## src/rtl/ring_decoder.sv

```systemverilog
// One-hot ring receiver: decodes the sampled ring to a binary index, flags non-one-hot and
// out-of-sequence samples, tracks lock with a HUNT/LOCKED FSM and counts faults (saturating).
module ring_decoder #(
    parameter int unsigned N          = 4,
    parameter int unsigned LOCK_COUNT = 2,
    parameter int unsigned LOSS_COUNT = 2
) (
    input  logic                 clk,
    input  logic                 reset,
    input  logic                 in_valid,
    input  logic [N-1:0]         ring_in,
    output logic [$clog2(N)-1:0] idx,
    output logic                 idx_valid,
    output logic                 onehot_err,
    output logic                 step_err,
    output logic                 locked,
    output logic [7:0]           err_count
);

    localparam int unsigned IW = $clog2(N);
    localparam int unsigned GW = $clog2(LOCK_COUNT + 1);
    localparam int unsigned BW = $clog2(LOSS_COUNT + 1);

    typedef enum logic {HUNT, LOCKED} state_t;

    state_t          state_q, state_d;
    logic [N-1:0]    prev_q, prev_d;
    logic            prev_ok_q, prev_ok_d;
    logic [GW-1:0]   good_run_q, good_run_d;
    logic [BW-1:0]   bad_run_q, bad_run_d;
    logic [IW-1:0]   idx_q, idx_d;
    logic            idx_valid_q, idx_valid_d;
    logic            onehot_err_q, onehot_err_d;
    logic            step_err_q, step_err_d;
    logic [7:0]      err_count_q, err_count_d;

    logic            is_onehot;
    logic            rot_match;
    logic            good_step;
    logic            faulty;
    logic [N-1:0]    rot;
    logic [IW-1:0]   pos;

    // A vector is one-hot when it is non-zero and clearing its lowest set bit leaves zero.
    always_comb begin
        is_onehot = (ring_in != '0) && ((ring_in & (ring_in - N'(1))) == '0);
        rot       = {prev_q[N-2:0], prev_q[N-1]};
        rot_match = (ring_in == rot);
        good_step = in_valid && is_onehot && prev_ok_q && rot_match;
        faulty    = in_valid && (!is_onehot || (prev_ok_q && !rot_match));
        pos       = '0;
        for (int unsigned i = 0; i < N; i++) begin
            if (ring_in[i]) pos = IW'(i);
        end
    end

    always_comb begin
        prev_d       = prev_q;
        prev_ok_d    = prev_ok_q;
        good_run_d   = good_run_q;
        bad_run_d    = bad_run_q;
        idx_d        = idx_q;
        idx_valid_d  = 1'b0;
        onehot_err_d = 1'b0;
        step_err_d   = 1'b0;
        err_count_d  = err_count_q;

        if (in_valid) begin
            if (is_onehot) begin
                idx_d       = pos;
                idx_valid_d = 1'b1;
                prev_d      = ring_in;
                prev_ok_d   = 1'b1;
                step_err_d  = prev_ok_q && !rot_match;
            end else begin
                onehot_err_d = 1'b1;
                prev_ok_d    = 1'b0;
            end
        end

        if (good_step) begin
            if (good_run_q != GW'(LOCK_COUNT)) good_run_d = good_run_q + GW'(1);
            bad_run_d = '0;
        end else if (faulty) begin
            good_run_d = '0;
            if (bad_run_q != BW'(LOSS_COUNT)) bad_run_d = bad_run_q + BW'(1);
            if (err_count_q != '1) err_count_d = err_count_q + 8'd1;
        end else if (in_valid && is_onehot) begin
            good_run_d = '0;
        end
    end

    always_ff @(posedge clk or posedge reset) begin
        if (reset) begin
            state_q <= HUNT;
        end else begin
            state_q <= state_d;
        end
    end

    // Transitions look at the post-update run counts so the change lands with the causing sample.
    always_comb begin
        state_d = state_q;
        unique case (state_q)
            HUNT:   if (good_step && good_run_d == GW'(LOCK_COUNT)) state_d = LOCKED;
            LOCKED: if (faulty && bad_run_d == BW'(LOSS_COUNT))     state_d = HUNT;
            default: state_d = HUNT;
        endcase
    end

    always_comb begin
        locked = (state_q == LOCKED);
    end

    always_ff @(posedge clk or posedge reset) begin
        if (reset) begin
            prev_q       <= '0;
            prev_ok_q    <= 1'b0;
            good_run_q   <= '0;
            bad_run_q    <= '0;
            idx_q        <= '0;
            idx_valid_q  <= 1'b0;
            onehot_err_q <= 1'b0;
            step_err_q   <= 1'b0;
            err_count_q  <= '0;
        end else begin
            prev_q       <= prev_d;
            prev_ok_q    <= prev_ok_d;
            good_run_q   <= good_run_d;
            bad_run_q    <= bad_run_d;
            idx_q        <= idx_d;
            idx_valid_q  <= idx_valid_d;
            onehot_err_q <= onehot_err_d;
            step_err_q   <= step_err_d;
            err_count_q  <= err_count_d;
        end
    end

    assign idx        = idx_q;
    assign idx_valid  = idx_valid_q;
    assign onehot_err = onehot_err_q;
    assign step_err   = step_err_q;
    assign err_count  = err_count_q;

endmodule

```

## config.mk

```make
export PLATFORM = sky130hd
export DESIGN_NAME = ring_decoder
export DESIGN_NICKNAME = d
export VERILOG_FILES = /design/src/rtl/ring_decoder.sv
export SDC_FILE = /design/constraint.sdc
export NUM_CORES = 1
export LEC_CHECK = 0
export CAP_MARGIN = 10
export CORE_AREA = 2 2 44 66
export CTS_BUF_LIST = sky130_fd_sc_hd__clkbuf_2 sky130_fd_sc_hd__clkbuf_4 sky130_fd_sc_hd__clkbuf_8
export DETAILED_ROUTE_END_ITERATION = 10
export DIE_AREA = 0 0 46 68
export PLACE_DENSITY = 0.73
export SLEW_MARGIN = 15
export SYNTH_ARGS = -nofsm -noshare
export SYNTH_HDL_FRONTEND = slang
export SYNTH_SLANG_ARGS = --single-unit
```

## constraint.sdc

```tcl
create_clock -name clk -period 1.5 [get_ports clk]
set_input_delay 0.225 -clock clk [delete_from_list [all_inputs] [get_ports clk]]
set_output_delay 0.225 -clock clk [all_outputs]
set_load 0.02 [all_outputs]
```

Yosys cells after proc, flatten, opt, wreduce, memory -nomap -nowiden
Cells that the tools add are included.

Register bits: 23. Bits of input ports: 7. Output and inout bits: 14. Logic and storage cells: 57.

$add $sub $neg: 4. Eq/ne operators: 6. Multiplexer cells: 19. Bitwise gates (word level): 3. Reductions and logical operators: 15.

Operator list (number): two-way mux 2 bit (9); two-way mux 1 bit (9); adder 8 x 1 -> 8 bit (second input constant) (1); logical AND 1 bit (8); != test 8 bit (second input constant) (1); adder 2 x 1 -> 2 bit (second input constant) (2); bitwise AND 4 bit (1); equality test 2 bit (second input constant) (2); equality test 4 bit (1); logical NOT 4 bit (1); != test 2 bit (second input constant) (2); nonzero test 4 bit (1); subtractor 4 x 1 -> 4 bit (second input constant) (1); AND reduction 3 bit (1); logical NOT 1 bit (2); inverter 1 bit (2); case mux 1 bit (2 select lines) (1); AND reduction 2 bit (1); logical OR 1 bit (1).

Depth between registers and ports, before layout
Gate-level depths: netlist of run 1.

Depth in word-level cells: 13. Depth in mapped cells: 6. Mapped depth without buffers: 5.

Least setup slack after synthesis of run 1
Ideal clock, no wire load.

Kind: input-to-reg. From: input port ring_in[3]. To: register err_count_q[1], in the netlist err_count[1]. Library setup time: 128 ps. Arrival: 1522 ps. Required time: 1372 ps. Slack: -149 ps. Stages on the path: 6. Buffers on the path: 2. Cells stage by stage: buf_2 xor2_1 a2111o_1 buf_6 a21oi_2 mux2_1.

Word-level cells in the longest chain between the ends: 9. Elaborated cells on any way between the ends: 16. Classes of those cells: 1 x add/sub; 1 x eq/ne; 2 x bitwise; 12 x reduce/logical.

Ends and longest elaborated chain: start, declared (RTL line 11) `input logic [N-1:0] ring_in,`; subtractor 4 x 1 -> 4 bit (RTL line 46) `is_onehot = (ring_in != '0) && ((ring_in & (ring_in - N'(1))) == '0);`; bitwise AND 4 bit (RTL line 46); logical NOT 4 bit (RTL line 46); logical AND 1 bit (RTL line 46); logical AND 1 bit (3 in a row) (RTL line 49) `good_step = in_valid && is_onehot && prev_ok_q && rot_match;`; inverter 1 bit (no source line); AND reduction 3 bit (no source line) *; end signal, assigned (RTL line 135) `err_count_q <= err_count_d;`; end, declared (RTL line 35) `logic [7:0] err_count_q, err_count_d;`.

Mark *: on every way between the ends. The rest lies on a longest branch, timed or not. A chain may end at the register's enable or synchronous reset.

Worst setup path in the final report of run 1
From: register prev_q[3]. To: register err_count_q[1], in the netlist err_count[1].

Word-level cells in the longest chain between the ends: 6. Elaborated cells on any way between the ends: 8. Classes of those cells: 1 x eq/ne; 1 x bitwise; 6 x reduce/logical.

Ends and longest elaborated chain: start, declared (RTL line 27) `logic [N-1:0] prev_q, prev_d;`; start signal, assigned (RTL line 127) `prev_q <= prev_d;`; equality test 4 bit * (RTL line 48) `rot_match = (ring_in == rot);`; logical NOT 1 bit (RTL line 50) `faulty = in_valid && (!is_onehot || (prev_ok_q && !rot_match));`; logical AND 1 bit (RTL line 50); logical OR 1 bit (RTL line 50); logical AND 1 bit (RTL line 50); AND reduction 3 bit (no source line) *.

Marks and branches as above.

==> impl_metrics.py, run 1 <==
metrics = {
    "global_routing": {
        "first_global_vias": 958,
        "grt-ovfl-total": 0,
        "grt_start_max_net_pins": 24,
        "grt_use_total": 0.179,
        "antenna_found_initial": 0,
        "grt_first_pass_wirelength_um": 4190,
    },
    "clock_network": {
        "clock_tree.buffer_depth": 2,
        "cts_sinks": 23,
        "clk_latency_ns": 0.26,
        "cts_buffers": 3,
        "path_clk_slew_ns": 0.08,
        "cts_tree": "built",
        "cts.root.buffer_cell": "clkbuf_8",
        "htreeDepth": 1,
    },
    "finish": {
        "drive_gt1_frac": 0.326,
        "design_area_sq_um": 1640,
        "nets": 155,
        "fin_cells": 169,
        "area_delta_synth_final_pct": 41.7,
        "n_antenna_cell": 0,
    },
    "drt": {
        "wl_per_cell_um": 14.6,
        "drcViolationCount": 0,
        "antenna_left": 0,
        "routed-via-count": 917,
        "routed_wl_um": 2470,
        "drt-pass1-iter-count": 4,
        "drt_iter0_drc": 19,
        "via_per_inst": 5.43,
    },
    "setup_path": {
        "crit_type": "reg -> reg",
        "worstSetupStartpointType": "flip-flop",
        "arrival_ns": 1.78,
        "crit_fanout": 4,
        "critical_path.endpoint_type": "flip-flop",
        "cp.required_ns": 1.65,
    },
    "timing": {
        "layout_setup_ws_ns": -0.131,
        "rsz0062_at_grt": "true",
        "finalHoldViolCount": 0,
        "finalCritPeriodShare": 1.09,
        "report.final.slew_viol_count": 0,
        "setup_viol": 12,
        "worstMarginPinSlew_ns": 0.420,
        "finClkSkew_ns": 0.00479,
        "min_period_ns": 1.63,
        "max_slew_margin": 0.720,
        "fmax_mhz": 613,
    },
    "floorplan": {
        "core_region_area_sq_um": 2590,
        "die-area_sq_um": 3130,
        "die_h_um": 68,
        "ioPinCount": 21,
        "fp.dieW_um": 46,
        "rows": 23,
        "start_util": 0.446,
    },
    "synth": {
        "syn_avg_cell_area_sq_um": 11.1,
        "synth_nets": 114,
        "async_reset_ff_frac": 1.00,
        "synth-seq-cells": 23,
        "syn_area_sq_um": 1150,
        "ys_warn_count": 0,
        "ys.flop_type": "dfrtp_1",
        "synth.distinct_cells": 35,
        "ys_seq_area_frac": 0.498,
        "syn-instance-count": 104,
        "synth_edf_count": 0,
    },
    "power": {
        "p_int_mw": 1.50,
        "power.share.clock": 0.156,
        "vdd_drop_max_v": 0.000880,
        "powerDensity_nw_per_um2": 1480,
        "power_frac_seq": 0.405,
        "switching_share": 0.381,
        "total_leakage_power_nw": 0.787,
        "combPwrFrac": 0.439,
        "switchingPower_mw": 0.925,
    },
    "hold_path": {
        "hold_class": "in -> async",
    },
    "placed_design": {
        "gp_congestion": 0.779,
        "placedCellCount": 163,
        "place_area_sq_um": 1490,
        "place.port_buffers": 20,
        "hpwl_um": 1730,
    },
    "run": {
        "max_cap_viol_count": 0,
    },
    "status": {
        "violations": "setup timing",
        "run_status": "complete, but fails checks",
    },
}
==> registers in the layout (all words and copies together) (netlist names) <==
| register | cells |
|---|---|
| onehot_err | 1 |
| step_err | 1 |
| bad_run_q | 2 |
| idx | 2 |
| locked | 1 |
| prev_ok_q | 1 |
| prev_q | 4 |
| good_run_q | 2 |
| idx_valid | 1 |
| err_count | 8 |
==> cells in the final DEF (no fill, tap or decap), types with 2 or more instances in the layout <==
master	instances
buf_6	3
a22o_1	2
clkbuf_8	3
xor2_1	7
a31oi_1	2
a21oi_2	3
dlygate4sd2_1	8
o2111ai_1	3
nor2_1	5
nor4b_2	2
nand4_1	2
inv_1	14
dfrtp_1	23
buf_4	16
ha_1	3
dlymetal6s2s_1	2
xor2_2	3
nand2_1	2
o22ai_1	2
clkdlybuf4s50_1	7
a21oi_1	3
nand2_4	2
mux2_2	5
==> layer usage <==
layer  global-route usage  share of wire
met5                    0              0
met4               0.0571          0.015
met3               0.0211          0.036
met1                0.218           0.42
met2                0.318           0.53
==> worst max-delay path, cell delays in order (launching register included) <==
cell	delay, ns
dfrtp_1	0.42
xor2_2	0.18
o41ai_4	0.35
buf_4	0.20
a21oi_4	0.06
mux2_4	0.30
==> cell usage after synthesis, drive strengths merged (2+ instances only) <==
library cell	instances	area, sq um
a21oi	7	38.8
nand2	4	15.0
inv	14	52.6
dfrtp	23	576
a211oi	2	20.0
mux2	6	67.6
xor2	10	87.6
a22o	2	17.5
o2111ai	3	26.3
ha	3	37.5
o22ai	2	12.5
nand4	2	12.5
buf	2	16.3
nor2	5	18.8
a31oi	2	12.5
nor4b	2	17.5
==> logic make-up (layout without fill, tap and decap cells) <==
group / after synthesis / after routing / synth area share
AND/OR/NAND/NOR: 19 / 19 / 0.0878
buffers and inverters: 17 / 57 / 0.0628
flip-flops: 23 / 23 / 0.498
XOR/XNOR: 11 / 11 / 0.0834
AO/OA/AOI/OAI: 25 / 25 / 0.177
adder cells (fa/ha/maj): 3 / 3 / 0.0325
multiplexers: 6 / 6 / 0.0585
==> cell type report <==
class,instances,area [sq um]
fill,213,953
multi-input combinational,64,591
sequential,23,576
timing repair buffer,39,340
inverter,14,52.6
clock buffer,3,41.3
tap,25,31.3
clock inverter,1,5.00
==> final timing paths <==
check,from,endpoint,slack [ns],cells past startpoint
hold / removal,reset,err_count[0],0.29,3
setup / recovery,prev_q[3],err_count[1],-0.13,5
setup reg to reg,prev_q[3],err_count[1],-0.13,5
min in group clk,ring_in[0],prev_q[0],0.35,2
max in group asynchronous,reset,err_count[3],0.97,3
hold reg to reg,err_count[6],err_count[6],0.49,1
==> timing repair <==
action,in CTS,in global routing
hold buffers,0,0
gates resized for setup,25,15
pin swaps,9,3
setup buffers,1,1
endpoints found under the setup margin,30,18
==> per-stage QoR <==
step | power, mW | worst slack, ns | utilization | TNS (ns) | hold WS, ns
6_report | 2.43 | -0.131 | 0.632 | -0.749 | 0.290
3_5_place_dp | 2.05 | -0.678 | 0.577 | -12.78 | 0.486
5_1_grt | 2.60 | -0.190 | 0.632 | -1.68 | 0.321
3_3_place_gp | 2.02 | -0.626 | 0.577 | -11.97 | 0.485
4_1_cts | 2.41 | -0.148 | 0.614 | -1.24 | 0.304
2_1_floorplan | 1.56 | -0.149 | - | -0.516 | 0.227
==> power groups by stage <==
| stage | combinational (mW) | clock (mW) | sequential (mW) |
|---|---|---|---|
| finish | 1.07 | 0.378 | 0.984 |
| global route | 1.18 | 0.420 | 1.01 |
| CTS | 1.05 | 0.386 | 0.978 |
| detailed placement | 1.07 | 0 | 0.985 |
| global placement | 1.04 | 0 | 0.978 |
| floorplan | 0.441 | 0 | 1.12 |
(Power assumes the default switching activity.)
==> inputs of run 2 (changes only) <==
- PLACE_DENSITY: 0.73 -> 0.7
==> impl_metrics.py, run 2 (same netlist as run 1, synthesis figures left out) <==
metrics = {
    "placed_design": {
        "placedCellCount": 165,
        "gp_congestion": 0.784,
        "place.port_buffers": 20,
        "pre_cts_ws_ns": -0.573,
        "hpwl_um": 1830,
        "place_area_sq_um": 1510,
    },
    "power": {
        "powerDensity_nw_per_um2": 1510,
        "total_leakage_power_nw": 0.777,
        "vdd_drop_max_v": 0.00103,
        "power_mw": 2.45,
    },
    "finish": {
        "n_antenna_cell": 0,
        "fin_cells": 170,
        "fillCellCount": 218,
        "final_common_cell": "dfrtp_1",
        "largest_register_ffs": 8,
        "design_area_sq_um": 1620,
        "nets": 156,
        "drive_gt1_frac": 0.338,
        "final_core_util": 0.626,
        "layout.cells.most_common_list": "dfrtp_1 (23), buf_4 (18), inv_1 (14)",
        "area_delta_synth_final_pct": 40.3,
    },
    "timing": {
        "finalHoldViolCount": 0,
        "finalCritPeriodShare": 1.07,
        "layout_setup_ws_ns": -0.102,
        "rsz0062_at_grt": "true",
        "fin_hold_ws_ns": 0.270,
        "min_period_ns": 1.60,
        "fmax_mhz": 624,
        "finClkSkew_ns": 0.00268,
        "worstMarginPinSlew_ns": 0.434,
        "finalSetupTns_ns": -0.514,
        "setup_viol": 8,
        "max_slew_margin": 0.710,
        "report.final.slew_viol_count": 0,
    },
    "drt": {
        "via_per_inst": 5.49,
        "m1WireLength_um": 1000,
        "top_layer": "met4",
        "routed-via-count": 934,
        "drt_iter0_drc": 11,
        "drt-pass1-iter-count": 4,
        "drcViolationCount": 0,
        "antenna_left": 0,
        "wl_met3_um": 86,
        "wl_per_cell_um": 14.7,
        "routed_wl_um": 2500,
        "met2_length_um": 1360,
    },
    "floorplan": {
        "die_h_um": 68,
        "rows": 23,
        "ioPinCount": 21,
        "die-area_sq_um": 3130,
        "start_util": 0.446,
        "core_region_area_sq_um": 2590,
        "fp.dieW_um": 46,
    },
    "setup_path": {
        "arrival_ns": 1.76,
        "worstSetupStartpointType": "flip-flop",
        "crit_fanout": 6,
        "cp.required_ns": 1.66,
        "crit_type": "reg -> reg",
        "critical_path.endpoint_type": "flip-flop",
    },
    "global_routing": {
        "antenna_found_initial": 0,
        "first_global_vias": 1005,
        "grt_use_total": 0.191,
        "grt_first_pass_wirelength_um": 4330,
        "grt_start_max_net_pins": 24,
        "grt-ovfl-total": 0,
    },
    "clock_network": {
        "cts_sinks": 23,
        "holdBufCountCts": 0,
        "cts.root.buffer_cell": "clkbuf_8",
        "cts_buffers": 3,
        "path_clk_slew_ns": 0.08,
        "clk_latency_ns": 0.27,
        "cts_tree": "built",
        "htreeDepth": 1,
        "clock_tree.buffer_depth": 2,
    },
    "run": {
        "max_cap_viol_count": 0,
    },
    "status": {
        "violations": "setup timing",
        "run_status": "complete, but fails checks",
    },
    "hold_path": {
        "hold_class": "in -> reg",
    },
}
run 2: cell types whose count changed in the layout (fill, tap and decap cells not counted), sizes merged:
cell	change
dlygate4sd2	-1
clkbuf	+3
clkdlybuf4s15	-1
run 2: timing repair:
action,in CTS,in global routing
endpoints found under the setup margin,30,19
pin swaps,0,3
gates resized for setup,17,20
setup buffers,0,1
run 2: power by group:
group	total (mW)	internal (mW)	switching [mW]	leakage [nW]
Clock	0.390	0.186	0.204	0.0255
Combinational	1.08	0.518	0.559	0.471
Sequential	0.979	0.807	0.173	0.280
Total	2.45	1.51	0.936	0.777
run 2: worst paths after layout:
check / start / endpoint / slack, ns / cells after the start
hold / removal: in_valid / prev_ok_q / 0.27 / 3
setup / recovery: prev_q[0] / err_count[1] / -0.10 / 5
min in group asynchronous: reset / prev_q[2] / 0.29 / 3
hold reg to reg: err_count[6] / err_count[6] / 0.51 / 1
setup reg to reg: prev_q[0] / err_count[1] / -0.10 / 5
max in group asynchronous: reset / err_count[0] / 0.98 / 3
run 2: layout make-up:
class                      count  area [sq um]  area share
tap                           25          31.3      0.0193
clock buffer                   3          41.3      0.0255
inverter                      14          52.6      0.0324
timing repair buffer          40           334       0.206
multi-input combinational     64           581       0.358
sequential                    23           576       0.355
clock inverter                 1          5.00     0.00309
run 2: worst max-delay path: stages, from the launching register on:
cell	delay, ns
dfrtp_1	0.41
xor2_2	0.18
o41ai_4	0.36
buf_6	0.17
a21oi_2	0.07
mux2_4	0.30
run 2: routing by layer:
layer  track usage  vias to the layer above
met1         0.212                      459
met4        0.0929                        0
met5             0                        -
met3        0.0290                        5
li1              -                      449
met2         0.340                       21
==> inputs of run 3 (changes only) <==
- TNS_END_PERCENT: unset -> 100
==> results of run 3 <==
The final DEF is identical to that of run 2; final timing and power are the same.
